**src/rtl/mem_access_ctrl.sv**
```systemverilog
// mem_access_ctrl: sequences one MEM-stage load/store onto the shared
// data-memory bus (req/ack), aligns store data, extracts/extends load data
// and stalls the pipeline until the access completes or times out.
//
// Ports:
//   clk, rst        rising-edge clock, synchronous active-high reset
//   mem_req_i       MEM stage presents an access this cycle
//   mem_we_i        1=store, 0=load
//   mem_size_i      00 byte, 01 half, 10/11 word
//   mem_sign_i      sign-extend loads when 1
//   mem_addr_i      byte address
//   mem_wdata_i     right-justified store data
//   mem_rdata_o     aligned/extended load result, valid with mem_done_o
//   mem_done_o      one-cycle completion pulse
//   stall_req_o     hold the pipeline while the access is outstanding
//   timeout_o       one-cycle pulse with mem_done_o when the bus never acked
//   misalign_o      misaligned request rejected (MEM_ALIGN_CHECK_EN only)
//   bus_req_o       bus request, held until ack or timeout
//   bus_we_o        bus write enable
//   bus_addr_o      word-aligned bus address
//   bus_sel_o       big-endian byte lanes (addr 0 -> 4'b1000)
//   bus_wdata_o     store data replicated into the lanes
//   bus_ack_i       bus completes the transfer this cycle
//   bus_rdata_i     bus read data, valid with bus_ack_i
//
// Optional feature: define MEM_ALIGN_CHECK_EN to reject misaligned half/word
// accesses in IDLE and expose misalign_o. Without it, low address bits that
// do not matter for the access size are ignored.

module mem_access_ctrl #(
    parameter int TIMEOUT_CYCLES = 16,
    parameter int CNT_W          = 5
) (
    input  logic        clk,
    input  logic        rst,
    input  logic        mem_req_i,
    input  logic        mem_we_i,
    input  logic [1:0]  mem_size_i,
    input  logic        mem_sign_i,
    input  logic [31:0] mem_addr_i,
    input  logic [31:0] mem_wdata_i,
    output logic [31:0] mem_rdata_o,
    output logic        mem_done_o,
    output logic        stall_req_o,
    output logic        timeout_o,
`ifdef MEM_ALIGN_CHECK_EN
    output logic        misalign_o,
`endif
    output logic        bus_req_o,
    output logic        bus_we_o,
    output logic [31:0] bus_addr_o,
    output logic [3:0]  bus_sel_o,
    output logic [31:0] bus_wdata_o,
    input  logic        bus_ack_i,
    input  logic [31:0] bus_rdata_i
);

    localparam logic [1:0] IDLE = 2'd0;
    localparam logic [1:0] BUS  = 2'd1;
    localparam logic [1:0] DONE = 2'd2;

    localparam logic [CNT_W-1:0] CNT_LAST = CNT_W'(TIMEOUT_CYCLES - 1);

    logic [1:0]       state;
    logic             we_q;
    logic             sign_q;
    logic [1:0]       size_q;
    logic [29:0]      waddr_q;
    logic [3:0]       sel_q;
    logic [31:0]      wdata_q;
    logic [31:0]      rdata_q;
    logic             to_q;
    logic [CNT_W-1:0] cnt;

    logic             misalign;
    logic             start;
    logic             busy;
    logic [3:0]       sel_d;
    logic [31:0]      wdata_d;
    logic [7:0]       lane_b;
    logic [15:0]      lane_h;
    logic [31:0]      load_ext;

`ifdef MEM_ALIGN_CHECK_EN
    // Only meaningful in IDLE; elsewhere the request belongs to the
    // access already in flight.
    assign misalign = (state == IDLE) && mem_req_i &&
                      (((mem_size_i == 2'b01) && mem_addr_i[0]) ||
                       (mem_size_i[1] && (mem_addr_i[1:0] != 2'b00)));
    assign misalign_o = misalign;
`else
    assign misalign = 1'b0;
`endif

    assign start = (state == IDLE) && mem_req_i && !misalign;
    assign busy  = (state == BUS);

    // Byte-lane select and store-data replication for the incoming request.
    always_comb begin
        sel_d   = 4'b1111;
        wdata_d = mem_wdata_i;
        unique case (1'b1)
            mem_size_i == 2'b00: begin
                wdata_d = {4{mem_wdata_i[7:0]}};
                unique case (mem_addr_i[1:0])
                    2'b00:   sel_d = 4'b1000;
                    2'b01:   sel_d = 4'b0100;
                    2'b10:   sel_d = 4'b0010;
                    default: sel_d = 4'b0001;
                endcase
            end
            mem_size_i == 2'b01: begin
                wdata_d = {2{mem_wdata_i[15:0]}};
                sel_d   = mem_addr_i[1] ? 4'b0011 : 4'b1100;
            end
            default: begin
                sel_d   = 4'b1111;
                wdata_d = mem_wdata_i;
            end
        endcase
    end

    // Pull the addressed lane out of the bus word and extend it.
    always_comb begin
        lane_b   = bus_rdata_i[7:0];
        lane_h   = sel_q[3] ? bus_rdata_i[31:16] : bus_rdata_i[15:0];
        load_ext = bus_rdata_i;
        unique case (sel_q)
            4'b1000: lane_b = bus_rdata_i[31:24];
            4'b0100: lane_b = bus_rdata_i[23:16];
            4'b0010: lane_b = bus_rdata_i[15:8];
            default: lane_b = bus_rdata_i[7:0];
        endcase
        unique case (1'b1)
            size_q == 2'b00:
                load_ext = {{24{sign_q & lane_b[7]}}, lane_b};
            size_q == 2'b01:
                load_ext = {{16{sign_q & lane_h[15]}}, lane_h};
            default:
                load_ext = bus_rdata_i;
        endcase
    end

    always_ff @(posedge clk) begin
        if (rst) begin
            state   <= IDLE;
            we_q    <= 1'b0;
            sign_q  <= 1'b0;
            size_q  <= 2'b00;
            waddr_q <= '0;
            sel_q   <= 4'b0000;
            wdata_q <= '0;
            rdata_q <= '0;
            to_q    <= 1'b0;
            cnt     <= '0;
        end else begin
            unique case (state)
                IDLE: begin
                    if (start) begin
                        we_q    <= mem_we_i;
                        sign_q  <= mem_sign_i;
                        size_q  <= mem_size_i;
                        waddr_q <= mem_addr_i[31:2];
                        sel_q   <= sel_d;
                        wdata_q <= wdata_d;
                        cnt     <= '0;
                        to_q    <= 1'b0;
                        state   <= BUS;
                    end
                end
                BUS: begin
                    // Ack takes priority over an expiring timeout.
                    if (bus_ack_i) begin
                        rdata_q <= load_ext;
                        to_q    <= 1'b0;
                        state   <= DONE;
                    end else if (cnt == CNT_LAST) begin
                        rdata_q <= '0;
                        to_q    <= 1'b1;
                        state   <= DONE;
                    end else begin
                        cnt <= cnt + 1'b1;
                    end
                end
                DONE: begin
                    to_q  <= 1'b0;
                    state <= IDLE;
                end
                default: state <= IDLE;
            endcase
        end
    end

    assign bus_req_o   = busy;
    assign bus_we_o    = busy & we_q;
    assign bus_addr_o  = busy ? {waddr_q, 2'b00} : 32'h0;
    assign bus_sel_o   = busy ? sel_q : 4'b0000;
    assign bus_wdata_o = busy ? wdata_q : 32'h0;

    assign mem_done_o  = (state == DONE);
    assign mem_rdata_o = mem_done_o ? rdata_q : 32'h0;
    assign timeout_o   = mem_done_o & to_q;
    assign stall_req_o = start | busy;

endmodule

```
**config.mk**
```make
export PLATFORM = sky130hd
export DESIGN_NAME = mem_access_ctrl
export DESIGN_NICKNAME = d
export VERILOG_FILES = /design/src/rtl/mem_access_ctrl.sv
export SDC_FILE = /design/constraint.sdc
export NUM_CORES = 1
export LEC_CHECK = 0
export BUFFER_PORTS_ARGS = -buffer_cell sky130_fd_sc_hd__clkbuf_2
export CAP_MARGIN = 25
export CORE_MARGIN = 10
export CORE_UTILIZATION = 40
export CTS_CLUSTER_SIZE = 25
export DETAILED_ROUTE_END_ITERATION = 12
export GPL_ROUTABILITY_DRIVEN = 1
export PLACE_DENSITY = 0.78
export SLEW_MARGIN = 10
export SYNTH_ARGS = -nofsm -noshare
export SYNTH_HDL_FRONTEND = slang
export SYNTH_SLANG_ARGS = --single-unit
```
**constraint.sdc**
```tcl
create_clock -name clk -period 2.4 [get_ports clk]
set_clock_uncertainty 0.2 [all_clocks]
set_input_delay 0 -clock clk [delete_from_list [all_inputs] [get_ports clk]]
set_output_delay 0 -clock clk [all_outputs]
set_load 0.1 [all_outputs]
```
==> flow_summary.ini <==
[global_routing]
grt_overflow = 0
grt_max_degree = 69
grt_pass1_wl_mm = 38.8
grt_usage_pct = 23.7
grt_pass1_vias = 7082
antenna_found_initial = 0

[yosys]
ys.flop_type = dfxtp_1
syn_area_per_cell_um2 = 7.49
synth_cells = 780
syn-cell-area_um2 = 5840
synth_top_area_share_pct = 37.7
synth-edff-count = 0
ys_types = 39
synth_area_leaders = dfxtp_1 38%, and2_1 11%, nand2_1 10%
ys_ff_latch = 110
yosysSeqAreaShare_pct = 37.7
netlist.top_cell.by_area = dfxtp_1
async_flop_share_pct = 0
ys_warn_count = 0

[worst_setup_path]
crit_path_start_kind = register
criticalPathCategory = reg2reg
worstPathArrival_ns = 2.35
crit_slowest_cell = dlygate4sd3_1
crit_path_frequent_cell = nor2_1
worstPathMaxFanout = 34
end_kind = register
max_stage_delay_ns = 0.62
path_cells = nor2_1 -> and2_2 -> buf_12 -> nor2_1 -> a311oi_2 -> dlygate4sd3_1
crit_required_ns = 2.50

[drt]
wirelength_mm = 24.7
drc_errors = 0
antenna_left = 0
viasPerCell = 5.59
wl_per_cell_um = 19.7
route.vias.total = 7002
drt_iter0_markers = 665
drt_first_pass_iters = 8

[power_and_ir_drop]
p_per_area_nw_per_um2 = 515
ir_drop_uv = 466
p_leak_nw = 4.12

[clock_tree]
cts.sinks = 110
clockRootBuffer = clkbuf_16
clock_latency_ns = 0.36
post_cts_buffers = 0
cts_tree = yes
cts_buffers = 9
clockBufferDepth = 2
clk_pin_slew_ns = 0.08
htreeDepth = 3

[timing]
setup_tns_ns = 0
finalCriticalPeriod_ns = 2.25
maxSlewViolCount = 0
finalHoldViolations = 0
tightest_slew_ns = 0.614
slew_headroom_pct = 59.1
rsz0062_at_grt = no
max_freq_mhz = 444
min_period_over_period_pct = 93.7
setup_violations = 0

[flow_run]
cap_violations = 0

[finish]
diodes = 0
drive_above_1_share_pct = 24.4
area_delta_synth_final_pct = 72.4
design_area_um2 = 10100
nNetsFinal = 1170

[die]
die-area_um2 = 19800
row_count = 44
core_um2 = 14400
dieHeight_um = 141
start_util_pct = 40.5
ios = 209
die-width_um = 141

[run_status]
status = finished clean

[placement]
hpwl_mm = 14.9
dpl_cell_area_um2 = 8540
place_congestion = 0.931
port_buffers = 206

[min_path]
hold_path_class = in2reg
==> registers in the layout, summed over array words and instances, names as in the netlist <==
register	count
sel_q	4
size_q	2
wdata_q	32
we_q	1
to_q	1
rdata_q	32
sign_q	1
waddr_q	30
state	2
cnt	5
==> kinds of logic (layout without fill, tap and decap cells) <==
kind of cell    after synthesis  in the layout  synth area share, %
simple gates                329            329                 26.8
compound gates              223            223                 24.6
flops                       110            110                 37.7
buf+inv                      92            380                 6.45
mux                          21             21                 3.71
fa+ha+maj                     2              2                0.428
xor+xnor                      2              2                0.300
other cells                   1              2               0.0642
==> synthesized netlist by cell type (3+ instances only) <==
cell type,number
a211oi_1,25
nand2_1,156
mux2_2,5
a22o_1,7
a41o_1,3
a311oi_1,14
a311oi_2,3
o21ai_0,26
nor2b_1,6
nor3_1,3
o31ai_1,4
dfxtp_1,110
buf_1,4
buf_2,4
buf_4,3
a21oi_1,99
a22oi_1,18
and2_1,101
o22ai_1,14
nand2b_1,13
a221oi_1,5
inv_1,22
a221o_1,3
clkbuf_1,56
mux2i_1,16
nor2_1,42
==> metal layers <==
| layer | GRT usage [%] | wire (um) |
|---|---|---|
| met2 | 41.2 | 12300 |
| met1 | 26.4 | 9140 |
| met5 | 0 | 0 |
| met3 | 7.96 | 2600 |
| met4 | 8.15 | 619 |
==> power by group <==
group / internal (mW) / switching, mW / leakage (nW)
Sequential: 1.92 / 0.0725 / 0.901
Combinational: 0.544 / 0.826 / 3.05
Clock: 1.06 / 0.755 / 0.171
Total: 3.53 / 1.65 / 4.12
==> critical path, delay by kind of cell (launching register included) <==
kind | cells | cell delay, ns
flops | 1 | 0.34
simple gates | 3 | 0.50
compound gates | 1 | 0.29
buf+inv | 2 | 0.85
==> stage by stage <==
step	worst slack, ns	util, %	hold slack, ns	std cells	power [mW]
floorplan	0.169	-	-0.0863	781	2.76
global placement	0.363	59.2	0.0223	1123	3.15
detailed placement	0.260	59.2	0.0285	1123	3.17
CTS	0.146	69.5	0.0191	1252	5.12
global route	0.0295	69.8	0.174	1253	5.34
finish	0.150	69.8	0.122	1253	5.18
==> placed cells by master, fill, tap and decap left out, drive strengths merged, types with 16 or more instances in the layout <==
| cell | count |
|---|---|
| nand2 | 156 |
| buf | 124 |
| clkbuf | 114 |
| dlygate4sd3 | 113 |
| dfxtp | 110 |
| and2 | 101 |
| a21oi | 99 |
| nor2 | 42 |
| o21ai | 26 |
| a211oi | 25 |
| inv | 23 |
| a22oi | 18 |
| a311oi | 17 |
| mux2i | 16 |
==> worst paths after layout <==
kind	slack, ns	depth (start not counted)	to	from
setup / recovery	0.15	6	wdata_q[9]	state[1]
hold / removal	0.12	3	wdata_q[8]	mem_size_i[1]
setup reg to reg	0.15	6	wdata_q[9]	state[1]
hold reg to reg	0.25	2	waddr_q[26]	waddr_q[26]
==> cell type report <==
cell class | instances | area, um^2
clock buffer | 10 | 239
clock inverter | 6 | 118
fill | 994 | 4350
inverter | 23 | 86.3
multi-input combinational | 579 | 3280
sequential | 110 | 2210
tap | 184 | 230
timing repair buffer | 341 | 3910
==> timing repair <==
| item | CTS | global route |
|---|---|---|
| hold endpoints to repair | 110 | 0 |
| setup endpoints to repair | 0 | 4 |
| resized for setup | 0 | 7 |
| hold buffers | 113 | 0 |
No activity file was read; power rests on OpenSTA's default activity.
